--- src/rtl/instr_sequencer.sv ---
// rtl/instr_sequencer.sv - multi-cycle fetch/decode/execute sequencer for the 8-bit processor
//
// Owns the program counter and the instruction register. Each instruction runs
// FETCH -> DECODE -> EXEC, then optionally MEM / IN / WB, and retires.
// Optional feature: define SEQ_WATCHDOG_EN to bound FETCH/MEM waits with a
// sticky FAULT state.
//
// Ports:
//   clock, reset        single clock, synchronous active-high reset
//   run                 allow fetch of the next instruction (sampled in IDLE / at retire)
//   instr, imem_ready   instruction memory read data and its valid
//   imem_req            instruction fetch request
//   target, eq          jump target and equality flag from the datapath
//   dec_*               decoder flags, combinational from ir[7:5]
//   dmem_req, dmem_we   data memory request / write qualifier, dmem_ready completes it
//   in_valid, in_ack    external input handshake (in_ack is combinational on in_valid)
//   reg_we              register file write strobe
//   pc, ir              program counter and instruction register
//   instr_done          one-cycle pulse in the retiring cycle
//   fault               sticky watchdog fault
module instr_sequencer #(
    parameter int PC_W      = 8,
    parameter int RESET_PC  = 0,
    parameter int WD_CYCLES = 15
) (
    input  logic            clock,
    input  logic            reset,
    input  logic            run,
    input  logic [7:0]      instr,
    input  logic            imem_ready,
    input  logic [PC_W-1:0] target,
    input  logic            eq,
    input  logic            dec_j,
    input  logic            dec_jc,
    input  logic            dec_neq,
    input  logic            dec_rm,
    input  logic            dec_wm,
    input  logic            dec_sin,
    input  logic            dec_sout,
    input  logic            dec_wr,
    input  logic            dec_ina,
    input  logic            dmem_ready,
    input  logic            in_valid,
    output logic [PC_W-1:0] pc,
    output logic [7:0]      ir,
    output logic            imem_req,
    output logic            dmem_req,
    output logic            dmem_we,
    output logic            in_ack,
    output logic            reg_we,
    output logic            instr_done,
    output logic            fault
);

    typedef enum logic [2:0] {
        S_IDLE, S_FETCH, S_DECODE, S_EXEC, S_MEM, S_IN, S_WB, S_FAULT
    } state_t;

    state_t          state_q, state_d;
    logic [PC_W-1:0] pc_q, pc_d;
    logic [7:0]      ir_q, ir_d;
    logic            retire;
    logic            imem_req_q, dmem_req_q, dmem_we_q, reg_we_q;

    // dec_ina selects the datapath input mux; the sequencer does not need it.
    logic unused_dec_ina;
    assign unused_dec_ina = dec_ina;

`ifdef SEQ_WATCHDOG_EN
    localparam int WD_W = $clog2(WD_CYCLES + 1);
    logic [WD_W-1:0] wd_q, wd_d;
    logic            waiting;
`else
    logic unused_wd;
    assign unused_wd = (WD_CYCLES != 0);
`endif

    always_comb begin
        state_d = state_q;
        pc_d    = pc_q;
        ir_d    = ir_q;
        retire  = 1'b0;
        case (state_q)
            S_IDLE:   if (run) state_d = S_FETCH;
            S_FETCH: begin
                if (imem_ready) begin
                    ir_d    = instr;
                    pc_d    = pc_q + PC_W'(1);
                    state_d = S_DECODE;
                end
            end
            S_DECODE: state_d = S_EXEC;
            S_EXEC: begin
                // First matching flag wins; jumps retire straight from EXEC.
                if (dec_j) begin
                    pc_d   = target;
                    retire = 1'b1;
                end else if (dec_jc) begin
                    if (eq ^ dec_neq) pc_d = target;
                    retire = 1'b1;
                end else if (dec_wm || dec_rm) begin
                    state_d = S_MEM;
                end else if (dec_sin) begin
                    state_d = S_IN;
                end else if (dec_wr || dec_sout) begin
                    state_d = S_WB;
                end else begin
                    retire = 1'b1;
                end
            end
            S_MEM: begin
                if (dmem_ready) begin
                    if (dec_rm) state_d = S_WB;
                    else        retire  = 1'b1;
                end
            end
            S_IN:     if (in_valid) state_d = S_WB;
            S_WB:     retire = 1'b1;
            default:  state_d = state_q;
        endcase
        // run only matters at the retire decision, so a drop mid-instruction is harmless.
        if (retire) state_d = run ? S_FETCH : S_IDLE;
`ifdef SEQ_WATCHDOG_EN
        waiting = ((state_q == S_FETCH) && !imem_ready) ||
                  ((state_q == S_MEM)   && !dmem_ready);
        wd_d    = waiting ? wd_q + WD_W'(1) : '0;
        if (waiting && (wd_q == WD_W'(WD_CYCLES - 1))) state_d = S_FAULT;
`endif
    end

    // Request/strobe outputs are registered from the next state so they are
    // glitch-free Moore decodes of state_q.
    always_ff @(posedge clock) begin
        if (reset) begin
            state_q    <= S_IDLE;
            pc_q       <= PC_W'(RESET_PC);
            ir_q       <= '0;
            imem_req_q <= 1'b0;
            dmem_req_q <= 1'b0;
            dmem_we_q  <= 1'b0;
            reg_we_q   <= 1'b0;
`ifdef SEQ_WATCHDOG_EN
            wd_q       <= '0;
`endif
        end else begin
            state_q    <= state_d;
            pc_q       <= pc_d;
            ir_q       <= ir_d;
            imem_req_q <= (state_d == S_FETCH);
            dmem_req_q <= (state_d == S_MEM);
            dmem_we_q  <= (state_d == S_MEM) && dec_wm;
            reg_we_q   <= (state_d == S_WB);
`ifdef SEQ_WATCHDOG_EN
            wd_q       <= wd_d;
`endif
        end
    end

    assign pc         = pc_q;
    assign ir         = ir_q;
    assign imem_req   = imem_req_q;
    assign dmem_req   = dmem_req_q;
    assign dmem_we    = dmem_we_q;
    assign reg_we     = reg_we_q;
    assign in_ack     = (state_q == S_IN) && in_valid;
    assign instr_done = retire;
`ifdef SEQ_WATCHDOG_EN
    assign fault      = (state_q == S_FAULT);
`else
    assign fault      = 1'b0;
`endif

endmodule

--- config.mk ---
export PLATFORM = sky130hd
export DESIGN_NAME = instr_sequencer
export DESIGN_NICKNAME = d
export VERILOG_FILES = /design/src/rtl/instr_sequencer.sv
export SDC_FILE = /design/constraint.sdc
export NUM_CORES = 1
export LEC_CHECK = 0
export BUFFER_PORTS_ARGS = -buffer_cell sky130_fd_sc_hd__buf_2
export CORE_MARGIN = 1.5
export CORE_UTILIZATION = 41
export DETAILED_ROUTE_END_ITERATION = 10
export PLACE_DENSITY = 0.8
export SKIP_CTS_REPAIR_TIMING = 1
export SLEW_MARGIN = 5
export SYNTH_ARGS = -nofsm -noshare
export SYNTH_HDL_FRONTEND = slang
export SYNTH_SLANG_ARGS = --single-unit
--- constraint.sdc ---
create_clock -name clock -period 1.8 [get_ports clock]
set_clock_uncertainty 0.2 [all_clocks]
set_input_delay 0.09 -clock clock [delete_from_list [all_inputs] [get_ports clock]]
set_output_delay 0.09 -clock clock [all_outputs]
set_load 0.05 [all_outputs]
# == Word-level counts from Yosys, hierarchy flattened ==
# Index checks and enable logic that the tools add are counted.
# classes
n_addsub,1
n_eq_ne,12
muxes,26
bitwise,1
reduce_logical,8
# ops
operator,count
$mux W3,11
$mux W8,4
$pmux W3 S6,1
$pmux W8 S2,1
$eq A3 B3 Y1 const B,5
$add A8 B1 Y8 const B,1
$mux W1,8
$eq A3 B1 Y1 const B,2
$eq A3 B2 Y1 const B,2
$ne A3 B3 Y1 const B,2
$reduce_and A4 Y1,1
$logic_not A3 Y1,1
$pmux W1 S3,1
$logic_and A1 B1 Y1,2
$logic_or A1 B1 Y1,2
$ne A2 B2 Y1 const B,1
$reduce_and A2 Y1,1
$reduce_bool A2 Y1,1
$xor A1 B1 Y1,1
# totals
ff_bits,23
elab_cells,55

# == Logic depth before layout (Yosys ltp) ==
# Gate-level depths: netlist of run 1.
# logic_depth
ltp_word,10
ltp_mapped,8
mapped_depth_nobuf,6

# == Least setup slack after synthesis of run 1 ==
# Ideal clock, no wire load.
# synth_timing
kind,reg2reg
start,"reg pc_q[0], in the netlist pc[0]"
end,"reg pc_q[6], in the netlist pc[6]"
arrival_time_ns,1.597
required_time_ns,1.530
setup_slack_ns,-0.067
stages_incl_launch_ff,7
synth_period_minus_slack_ns,1.867
cell_sequence,dfxtp_1 ha_1 and3_1 nand3_1 o31ai_1 nand2_1 a21oi_1
# synth_via
elab_chain_len,3
# synth_rtl
item,line_no,rtl
"start, declared",60,"logic [PC_W-1:0] pc_q, pc_d;"
"start signal, assigned",136,pc_q <= PC_W'(RESET_PC);
"start signal, assigned",147,pc_q <= pc_d;
$add A8 B1 Y8,88,pc_d = pc_q + PC_W'(1);
$mux W8,86,if (imem_ready) begin
$pmux W8 S2,83,case (state_q)
# Every way passes these cells. The select of a mux whose other input is x is not followed.
# A chain may end at the register's enable or synchronous reset.

# == Worst setup path in the final report of run 1 ==
# layout_timing
start,in run
end,"reg dmem_we_q, in the netlist dmem_we"
# layout_via
elab_chain_len,5
# layout_rtl
item,line_no,rtl
"start, declared",28,"input logic run,"
$mux W3,84,S_IDLE: if (run) state_d = S_FETCH;
$pmux W3 S6,83,
$mux W3 *,122,if (retire) state_d = run ? S_FETCH : S_IDLE;
$eq A3 B3 Y1 *,151,dmem_we_q <= (state_d == S_MEM) && dec_wm;
$logic_and A1 B1 Y1 *,151,
"end signal, assigned",151,
"end, declared",63,"logic imem_req_q, dmem_req_q, dmem_we_q, reg_we_q;"
# Every way passes the cells marked *; elsewhere a longest branch is shown, timed or not.

==> reports/results.txt, run 1 <==
The first global-routing pass estimated 4.519 mm of wire. TritonCTS built the clock tree. Of all nets on the critical path, the largest fanout is 3. The longest clock path from root to sink contains 2 buffers.

The flow ran to the end, and the final reports show no timing, DRC or antenna violations. The tools report the type of element launching the critical path as an input pin. STA puts the critical path data arrival time at 1.81 ns.

The number of nets in the layout came out at 262. The fraction of registers with async set/reset is 0%. Endpoint required time on the critical path: 1.86 ns.

For the worst-skew pair, the clock arrives at the later sink with an insertion delay of 0.31 ns. The count of buffers from port buffering was 52. Counting flops and latches in the post-synthesis netlist gives 23. For met1 alone, demand over resource in global routing was 22.25%. CTS clock-pin slew for the worst setup and hold paths: 0.12 ns. The top cell type by area accounts for 38.29% of the synthesized area. In this run, CTS created clock tree buffers numbering 3. Global routing used 5.215% of the available met3 tracks. For the count of final max-slew check failures, the log shows 0.

STA classifies the critical path endpoint as a flip-flop. The number of design-rule violations left by the first detailed-router iteration is 54, and the DRC violation count after routing is 0. The die is 57.16 um wide. Max-cap violations in this run came to 0. In the post-synthesis netlist, the biggest area contributors are sky130_fd_sc_hd__dfxtp_1 (38%), sky130_fd_sc_hd__nand2_1 (11%), sky130_fd_sc_hd__a21oi_1 (7.5%). After routing the design area is 1764 um^2. The clock drives 23 sinks. The number of flops mapped to enable cells by yosys is 0, and the largest voltage drop on the vdd net is 652.5 uV. The logs give 1 for the number of H-tree branching levels and 187 for the net count after synthesis. Detailed placement ended at an HPWL of 2.107 mm. During I/O placement, the number of pins put on the boundary was 55. The run gives 43.60% as the initial core utilization.

The layer flagged by global routing as most heavily used is met2. The run gives 0.8036 nW as the leakage power. The tools report the total grt overflow as 0.

The number of global-route vias before repair is 1,066. Walking the worst path, the cells encountered are dlygate4sd3_1, buf_2, a2bb2oi_1, o221a_1, a211o_1, or3_4, nor3_2. Routability-driven placement finished with a final weighted congestion of 0.8887. In this design, the stage delay of the slowest critical-path cell is 0.54 ns. The first detailed-routing pass ran for 4 iterations.

Synthesis produced 154 cells. The routed layout has 1,345 vias. The cell area after placement is 1510 um^2, and the post-synthesis average cell area is 7.808 um^2.

The critical path start-end classification is input pin to flip-flop. Of the synthesized area, sequential elements account for 38.29%. The most area-hungry cell type in the Yosys netlist is sky130_fd_sc_hd__dfxtp_1. In this run the standard cell core region covers 2758 um^2. Cell area after synthesis: 1202 um^2.

The slowest stage cell on the critical path was sky130_fd_sc_hd__dlygate4sd3_1. The height of the die is 57.16 um, and the global router's overall resource usage is 17.51%. Worst hold path class: input pin to flip-flop. Setup repair after global routing could not meet its margin everywhere. The tree is rooted in a sky130_fd_sc_hd__clkbuf_4.

The tools report the met2 track utilization from global routing as 28.41%. The final hold violation count came out at 0. The logs give 3267 um^2 for the area of the die and 63.97% for the core utilization of the finished layout. The most used flip-flop cell after synthesis is sky130_fd_sc_hd__dfxtp_1. The count of cell types in the netlist came out at 45.

For the number of antenna violations at the first check in global routing, the log shows 0. Based on the critical path, the design can be clocked at up to 0.5699 GHz. Dividing the detail-routed via count by the number of cells gives 5.193. For the number of nets with antenna violations after detailed routing, the log shows 0.

Entering global routing, the biggest net connects 21 pins. The run gives 19 as the number of placement rows. Counting the fill cells in the layout gives 249. The routed design could run at a clock period as short as 1.755 ns. The worst path uses 97.48% of the clock period.

Setup violations remaining at the end of the flow were counted as 0. Compared with the post-synthesis result, the final layout area differs by 46.72%. The power density normalized to cell area works out to 649.3 nW/um^2. The final routed wire length divided by cell count is 12.15 um, and the share of layout cells above drive strength 1 is 35.53%.

The logs give 0 for the total of warnings raised by yosys and 474.2 um^2 for the sequential cell area in the final layout. The repair_antennas step left the layout with diodes totalling 0. The routed wire length was 3.148 mm. The tools report the area of combinational cells with multiple inputs as 706.9 um^2.
==> power breakdown <==
group          total [mW]  internal, mW  switching [mW]
combinational       0.346         0.145           0.201
sequential          0.560         0.537          0.0235
clock               0.239        0.0833           0.156
total                1.15         0.765           0.380
==> per-layer routing <==
| layer | wire length, um | share of wire (%) |
|---|---|---|
| met5 | 0 | 0 |
| met4 | 60 | 1.9 |
| met3 | 203 | 6.4 |
| met2 | 1578 | 50 |
| met1 | 1306 | 41 |
==> per-stage QoR <==
step / hold slack (ns) / power [mW] / TNS (ns) / cells / setup slack (ns)
after CTS: -0.2142 / 1.114 / -0.1028 / 240 / -0.09766
after floorplan: 0.01832 / 0.7825 / 0 / 154 / 0.001493
after global routing: 0.05723 / 1.210 / -0.06575 / 259 / -0.02517
final: 0.03094 / 1.145 / 0 / 259 / 0.04529
after detailed placement: 0.1375 / 0.8741 / 0 / 236 / 0.02706
after global placement: 0.1329 / 0.8721 / 0 / 236 / 0.04106
==> synthesized netlist by cell type, drive strengths merged (2+ instances only) <==
master and n:
or3 2, nor3 2, nand3b 2, nand3 4
o21ai 12, inv 2, clkbuf 2, o31ai 2
a21oi 19, dfxtp 23, and3 5, a31oi 2
nor2 12, nand2b 4, buf 6, nand2 34
==> flip-flops by register name (all words and copies together), names as in the netlist <==
register,cells
ir,8
dmem_we,1
imem_req,1
state_q,3
reg_we,1
pc,8
dmem_req,1
==> kinds of logic after synthesis <==
family          share of synthesized area, %
flops                                  38.29
xor+xnor                              0.7285
fa+ha+maj                              1.040
other cells                           0.3119
compound gates                         23.73
buf+inv                                4.475
simple gates                           31.43
==> worst paths after layout <==
path | from | end | cells after the start | slack [ns]
max | run | dmem_we | 7 | 0.05
min | in_valid | dmem_we | 5 | 0.03
max reg2reg | state_q[0] | imem_req | 6 | 0.05
min reg2reg | ir[2] | ir[2] | 2 | 0.26
==> worst max-delay path: cells and delay by family <==
family,cells,cell delay (ns)
simple gates,2,0.44
buf+inv,2,0.68
compound gates,3,0.60
==> cells in the final DEF (no fill, tap or decap), types with 2 or more instances in the layout <==
cell	instances
sky130_fd_sc_hd__nand2_1	34
sky130_fd_sc_hd__clkbuf_4	3
sky130_fd_sc_hd__dlygate4sd3_1	19
sky130_fd_sc_hd__nand2b_1	2
sky130_fd_sc_hd__nand3_1	4
sky130_fd_sc_hd__dfxtp_4	3
sky130_fd_sc_hd__buf_2	51
sky130_fd_sc_hd__dfxtp_2	2
sky130_fd_sc_hd__dfxtp_1	18
sky130_fd_sc_hd__nor2_1	12
sky130_fd_sc_hd__a21oi_1	17
sky130_fd_sc_hd__o31ai_1	2
sky130_fd_sc_hd__inv_1	2
sky130_fd_sc_hd__buf_4	7
sky130_fd_sc_hd__and3_1	5
sky130_fd_sc_hd__o21ai_0	11
sky130_fd_sc_hd__a31oi_1	2
==> cell type report <==
| type | count | share of cell area, % |
|---|---|---|
| multi-input cells | 121 | 40.07 |
| repair buffers | 78 | 28.87 |
| flip-flops and latches | 23 | 26.88 |
| well taps | 31 | 2.199 |
| clock buffers | 3 | 1.277 |
| inverters | 2 | 0.4255 |
| clock inverters | 1 | 0.2837 |
No activity file was read; power rests on OpenSTA's default activity.
==> inputs of run 2 (changes only) <==
- CORE_ASPECT_RATIO: unset -> 0.8
==> run 2 against run 1 <==
  * The run now ends with setup timing left
  * Clock-buffer cell count did not move
  * Critical path depth down 1
  * Sequential power about the same
  * Combinational power rose by 6.6%
  * Setup slack worse by 0.048 ns
  * Die area barely moved
  * Critical path type is now flip-flop to flip-flop
==> reports/results.txt, run 2 (synthesized netlist as in run 1, its figures left out) <==
The flow ran to the end, but the final reports show violations. The checks that failed: setup timing. TritonCTS built the clock tree.

Worst endpoint data arrival time: 1.87 ns (+0.06 ns). The length in cells of the worst reg-to-reg path works out to 6 (unchanged). The CTS clock-pin slew for the worst setup and hold paths was 0.13 ns (about the same); the DRC violation count after routing was 0 (unchanged). The run gives 2.241 mm (+6.4%) as the sum of net half-perimeters after detailed placement. The tools report the number of global-route vias before repair as 1,110 (+4.1%).

The number of logic stages on the critical path including buffering was 6 (-1). The count of buffers from port buffering is 52 (unchanged). The number of buffer and inverter stages on the critical path works out to 1 (-1).

The number of nets with antenna violations after detailed routing was 0 (unchanged). The type of element launching the critical path was a flip-flop. The horizontal die dimension is 63.55 um (+11%), and the total number of vias is 1,385 (+3.0%).

The final setup TNS is -0.002929 ns (-0.002929 ns), and the final-report setup violation count is 1 (+1). The share of layout cells above drive strength 1 was 36.80% (+1.3 points); the routed wire length was 3.525 mm (+12%). The largest voltage drop on the vdd net came out at 503.9 uV (-23%).

For the total power of the final layout, the log shows 1.179 mW (+2.9%). In this run the most critical hold path is launched from dmem_ready. The logs give 31.3% (+1.1 points) for the combinational share of power and 0.7686 (-14%) for the global placement routability congestion. The share of power burned in the clock network was 21.3% (+0.4 points); the biggest fanout along the worst timing path was 5 (+2). The worst setup path is captured at a flip-flop.

For the number of iterations in the first detailed-routing pass, the log shows 4 (unchanged). The critical path start-end classification is flip-flop to flip-flop. The count of final max-slew check failures was 0 (unchanged); the I/O pin count was 55 (unchanged). Broken down by cell family, the worst path's largest delay share belongs to simple AND/OR/NAND/NOR gates. Power share of the sequential group: 47.4% (-1.5 points).

The switching part of the total works out to 33.95% (+0.76 points). The run gives 0 (unchanged) as the total grt overflow. The worst hold path belongs to the class input pin to flip-flop.

The tree is rooted in a sky130_fd_sc_hd__clkbuf_4. The maximum number of buffers from clock root to sink is 2 (unchanged). The number of nets in the layout was 265 (+1.1%); the largest stage delay on the critical path was 0.45 ns (-0.09 ns). The reg-to-reg endpoint is imem_req. The start point of the critical path was state_q[1]. The tools report the minimum setup slack in the final design as -0.002929 ns (-0.04822 ns). The floorplan core area was 2765 um^2 (+0.27%). The number of antenna violations at the first check in global routing is 0 (unchanged), and the reg2reg setup slack is -0.003 ns (-0.05 ns).

The global-route wire length before repair is 4.816 mm (+6.6%), and the final routed wire length divided by cell count is 13.10 um (+7.8%). The logs give 0 (unchanged) for the count of antenna diodes in the layout and 18.50% (+0.98 points) for the global router's overall resource usage. Clock period minus worst slack: 1.803 ns (+0.04822 ns). The endpoint required time on the critical path came out at 1.87 ns (about the same). The area of the die is 3268 um^2 (about the same), and the clock sink count is 23 (unchanged). Slowest stage cell on the critical path: sky130_fd_sc_hd__or4_4. The number of H-tree branching levels was 1 (unchanged); the vias per cell was 5.149 (-0.85%).

The height of the die was 51.44 um (-10%); the layout-stage area growth over the synthesis result was 50.88%. The switching power total was 0.4004 mW (+5.3%). The number of design-rule violations left by the first detailed-router iteration was 52 (-3.7%); the cell count of the worst hold path was 5 (unchanged).

The tools report the initial core utilization as 43.48% (-0.12 points). The top cell types in the final layout, fill and taps aside, are sky130_fd_sc_hd__buf_2 (50), sky130_fd_sc_hd__nand2_1 (34), sky130_fd_sc_hd__dlygate4sd3_1 (19). Worst-skew pair later-pin latency: 0.31 ns (about the same).

The tools report the leakage power as 0.8194 nW (+2.0%). Setup repair after global routing could not meet its margin everywhere. The core utilization of the finished layout was 65.61% (+1.6 points). The pin count of the biggest net entering global routing is 21 (unchanged).

The tools report the final hold violation count as 0 (unchanged). The worst hold-check slack came out at 0.06541 ns (+0.03447 ns). Number of placement rows: 17 (-2). The maximum clock rate is 0.5547 GHz (-2.7%).

The tools report the max-cap violation count as 0 (unchanged). Commonest non-fill, non-tap cell in the layout: sky130_fd_sc_hd__buf_2. The run gives 0.7787 mW (+1.8%) as the internal portion of total power. The worst hold path terminates at dmem_we. Start of the worst register-to-register path: state_q[1]. The number of buffers created by CTS was 3 (unchanged); the share of the cycle needed by the critical path after routing was 100.2% (+2.7 points). The power density normalized to cell area is 649.9 nW/um^2 (about the same). Traced cell by cell, the critical path runs through buf_4, o211ai_1, o21ai_1, or4_4, nand2b_2, and3_1.
run 2: worst max path at each step:
stage | end | slack (ns)
floorplan | pc[7] | 0.001
global placement | dmem_we | 0.04
detailed placement | dmem_we | -0.02
CTS | instr_done | -0.14
global route | imem_req | -0.04
finish | imem_req | -0.003
run 2: per-stage QoR:
stage / instances / instance area, um^2 / setup slack [ns]
finish: 269 / 1814 / -0.002929
global route: 269 / 1814 / -0.04310
CTS: 249 / 1564 / -0.1363
detailed placement: 245 / 1534 / -0.01832
global placement: 245 / 1534 / 0.03512
floorplan: 154 / 1205 / 0.001493
run 2: final cells by class:
cell class,instances,area (um^2)
fillers,239,950.9
clock inverters,1,7.507
multi-input cells,121,716.9
repair buffers,81,538.0
clock buffers,3,22.52
inverters,2,7.507
flip-flops and latches,23,474.2
well taps,38,47.55
run 2: worst min-delay path: stages:
cell	delay (ns)
sky130_fd_sc_hd__buf_2	0.09
sky130_fd_sc_hd__nand2_1	0.06
sky130_fd_sc_hd__o21ai_1	0.13
sky130_fd_sc_hd__or4_4	0.15
sky130_fd_sc_hd__nor3_2	0.04
run 2: layer usage:
layer / part of all wire (%) / vias to the layer above / track usage (%)
li1: - / 698 / -
met1: 44 / 617 / 25.95
met2: 48 / 58 / 27.54
met3: 6.2 / 12 / 6.167
met4: 1.7 / 0 / 3.986
met5: 0 / - / 0
run 2: power groups by stage:
stage | combinational, mW | clock, mW | sequential [mW]
after floorplan | 0.152 | 0 | 0.630
after global placement | 0.313 | 0 | 0.567
after detailed placement | 0.316 | 0 | 0.568
after CTS | 0.318 | 0.261 | 0.557
after global routing | 0.398 | 0.294 | 0.564
final | 0.369 | 0.251 | 0.559
==> inputs of run 3 (changes only) <==
- CORE_MARGIN: 1.5 -> 10
==> run 3 against run 2 <==
  * The run ends with hold timing left
  * Sequential cell count is the same
  * Critical path type unchanged
  * Sequential power barely moved
  * Largest power group unchanged
  * Utilization down 3.5 points
  * Wire length grew 4.7%
  * Total power is 5.0% higher
  * Non-clock buffer count decreased by 9
  * Setup slack better by 0.057 ns
  * Global-route usage decreased by 6.2 points
  * Combinational power down 5.7%
==> reports/results.txt, run 3 (synthesized netlist as in run 1, its figures left out) <==
The switching part of the total is 32.63% (-1.3 points), and the number of H-tree branching levels is 1 (unchanged). The critical path is of the flip-flop to flip-flop type. Final hold violation count: 5 (+5).

The run gives 1730 um^2 (-4.6%) as the total non-filler cell area in the finished layout. The count of buffers from port buffering works out to 52 (unchanged). The library cell used most frequently in the layout, excluding fill and tap cells, is sky130_fd_sc_hd__buf_2. The share of the cycle needed by the critical path after routing is 96.98% (-3.2 points), and the length in cells of the worst reg-to-reg path is 6 (unchanged). The run gives 0.26 ns (-0.05 ns) as the worst-skew pair later-pin latency. The leakage power is 0.7841 nW (-4.3%), and the max-cap violation count is 0 (unchanged).

The combinational share of power was 28.1% (-3.2 points); the layout-stage area growth over the synthesis result was 43.91%. The power density normalized to cell area was 715.3 nW/um^2 (+10%). Setup repair after global routing could not meet its margin everywhere.

The tools report the worst min-delay path endpoint as pc[2]. The clock period minus worst slack is 1.746 ns (-0.05729 ns), and the number of design-rule violations left by the first detailed-router iteration is 76 (+46%). Number of antenna violations at the first check in global routing: 0 (unchanged).

The floorplan core area is 2786 um^2 (+0.77%). The flow ran to the end, but the final reports show violations. The logs give 23 (unchanged) for the clock sink count and 12.27% (-6.2 points) for the global router's overall resource usage. The final reports fail on hold timing. Cell area after placement: 1539 um^2 (+0.33%). The final standard cell count with taps included and fillers excluded was 260 (-3.3%). The cell count of the worst hold path is 5 (unchanged). The worst setup path is launched from a flip-flop.

TritonCTS built the clock tree. The worst hold path class was input pin to flip-flop. Horizontal die dimension: 80.55 um (+27%).

Number of buffers created by CTS: 3 (unchanged). The tools report the start of the worst register-to-register path as state_q[0]. The logs give 17 (unchanged) for the number of placement rows and 0.4039 mW (+0.89%) for the switching power total.

The I/O pin count was 55 (unchanged); the endpoint required time on the critical path was 1.81 ns (-0.06 ns). The height of the die works out to 68.44 um (+33%). The share of layout cells above drive strength 1 was 37.39% (+0.59 points).

The reg2reg setup slack was 0.05 ns (+0.06 ns). The tools report the CTS root buffer as sky130_fd_sc_hd__clkbuf_8. The number of nets in the layout came out at 256 (-3.4%). In this run the critical register-to-register path is captured at imem_req. The largest voltage drop on the vdd net was 434.5 uV (-14%); the biggest fanout along the worst timing path was 6 (+1). For the final-report setup violation count, the log shows 0 (-1). Initial core utilization: 43.15% (-0.33 points). In this run the most critical hold path is launched from target[2].

The logs give 0 (unchanged) for the total grt overflow and 0.8339 mW (+7.1%) for the internal portion of total power. The tools report the total power of the final layout as 1.238 mW (+5.0%). The run gives 0.8776 (+14%) as the global placement routability congestion.

The tools report the DRC violation count after routing as 0 (unchanged). The share of power burned in the clock network is 26.8% (+5.5 points), and the area of the die is 5512 um^2 (+69%). The number of nets with antenna violations after detailed routing was 0 (unchanged); the placed instance count was 244 (-0.41%). The power share of the sequential group was 45.1% (-2.3 points). Pin count of the biggest net entering global routing: 21 (unchanged). The logs give 62.10% (-3.5 points) for the core utilization of the finished layout and 0.5729 GHz (+3.3%) for the maximum clock rate. The maximum number of buffers from clock root to sink was 2 (unchanged); the vias per cell was 5.127 (-0.42%). The number of global-route vias before repair is 1,233 (+11%). Leaving out fill and tap cells, the most frequent cells in the layout are sky130_fd_sc_hd__buf_2 (51), sky130_fd_sc_hd__nand2_1 (34), sky130_fd_sc_hd__dfxtp_1 (18). Global-route wire length before repair: 5.492 mm (+14%).

The CTS clock-pin slew for the worst setup and hold paths works out to 0.09 ns (-0.04 ns). For the worst hold-check slack, the log shows -0.02705 ns (-0.09247 ns). The number of iterations in the first detailed-routing pass was 4 (unchanged).

The worst setup path is captured at a flip-flop. For the routed wire length, the log shows 3.689 mm (+4.7%). The final routed wire length divided by cell count was 14.19 um (+8.3%). The logs give 2.661 mm (+19%) for the sum of net half-perimeters after detailed placement and 1,333 (-3.8%) for the total number of vias. The logs give 0 (unchanged) for the count of antenna diodes in the layout and 0 (unchanged) for the count of final max-slew check failures. Worst endpoint data arrival time: 1.76 ns (-0.11 ns).
run 3: cell types whose count changed in the layout (fill, tap and decap cells not counted), sizes merged:
cell         delta
dlygate4sd3     -7
buf             -1
clkbuf          -1
run 3: cell type report:
cell class	instances	area [um^2]
repair buffers	72	455.4
fillers	254	1056
clock inverters	1	7.507
inverters	2	7.507
clock buffers	3	41.29
well taps	38	47.55
flip-flops and latches	23	469.2
multi-input cells	121	701.9
run 3: metrics by stage:
step                      setup TNS, ns  worst slack [ns]  hold WS (ns)
after floorplan                       0          0.001493       0.01832
after global placement                0           0.05945        0.1310
after detailed placement              0           0.04170        0.1360
after CTS                     -0.005408         -0.005408       -0.1511
after global routing           -0.06663          -0.03314      0.003717
final                                 0           0.05436      -0.02705
run 3: how the worst max path moves through the flow:
stage                     cells after the start  slack (ns)    endpoint        from
after global routing                          5       -0.03     dmem_we  state_q[2]
after floorplan                               5       0.001       pc[7]       pc[2]
after CTS                                     4      -0.005  instr_done  state_q[2]
after global placement                        5        0.06     dmem_we  state_q[2]
final                                         6        0.05    imem_req  state_q[0]
after detailed placement                      5        0.04     dmem_we  state_q[2]
run 3: power by group through the flow:
stage	combinational (mW)	sequential (mW)	clock, mW
2_1_floorplan	0.152	0.630	0
3_3_place_gp	0.318	0.566	0
3_5_place_dp	0.320	0.568	0
4_1_cts	0.321	0.556	0.341
5_1_grt	0.380	0.563	0.370
6_report	0.348	0.558	0.332
run 3: metal layers:
metal	track usage, %	share of wire, %	vias up	wire length, um
li1	-	-	676	-
met1	13.84	42	614	1544
met2	20.63	48	41	1779
met3	6.414	9.4	2	346
met4	1.974	0.46	0	17
met5	0	0	-	0
run 3: critical path: stages (launching register included):
cell,delay [ns]
sky130_fd_sc_hd__dfxtp_2,0.36
sky130_fd_sc_hd__buf_4,0.16
sky130_fd_sc_hd__nand3b_4,0.08
sky130_fd_sc_hd__a21oi_2,0.05
sky130_fd_sc_hd__or4_4,0.58
sky130_fd_sc_hd__nand2b_2,0.12
sky130_fd_sc_hd__and3_1,0.15
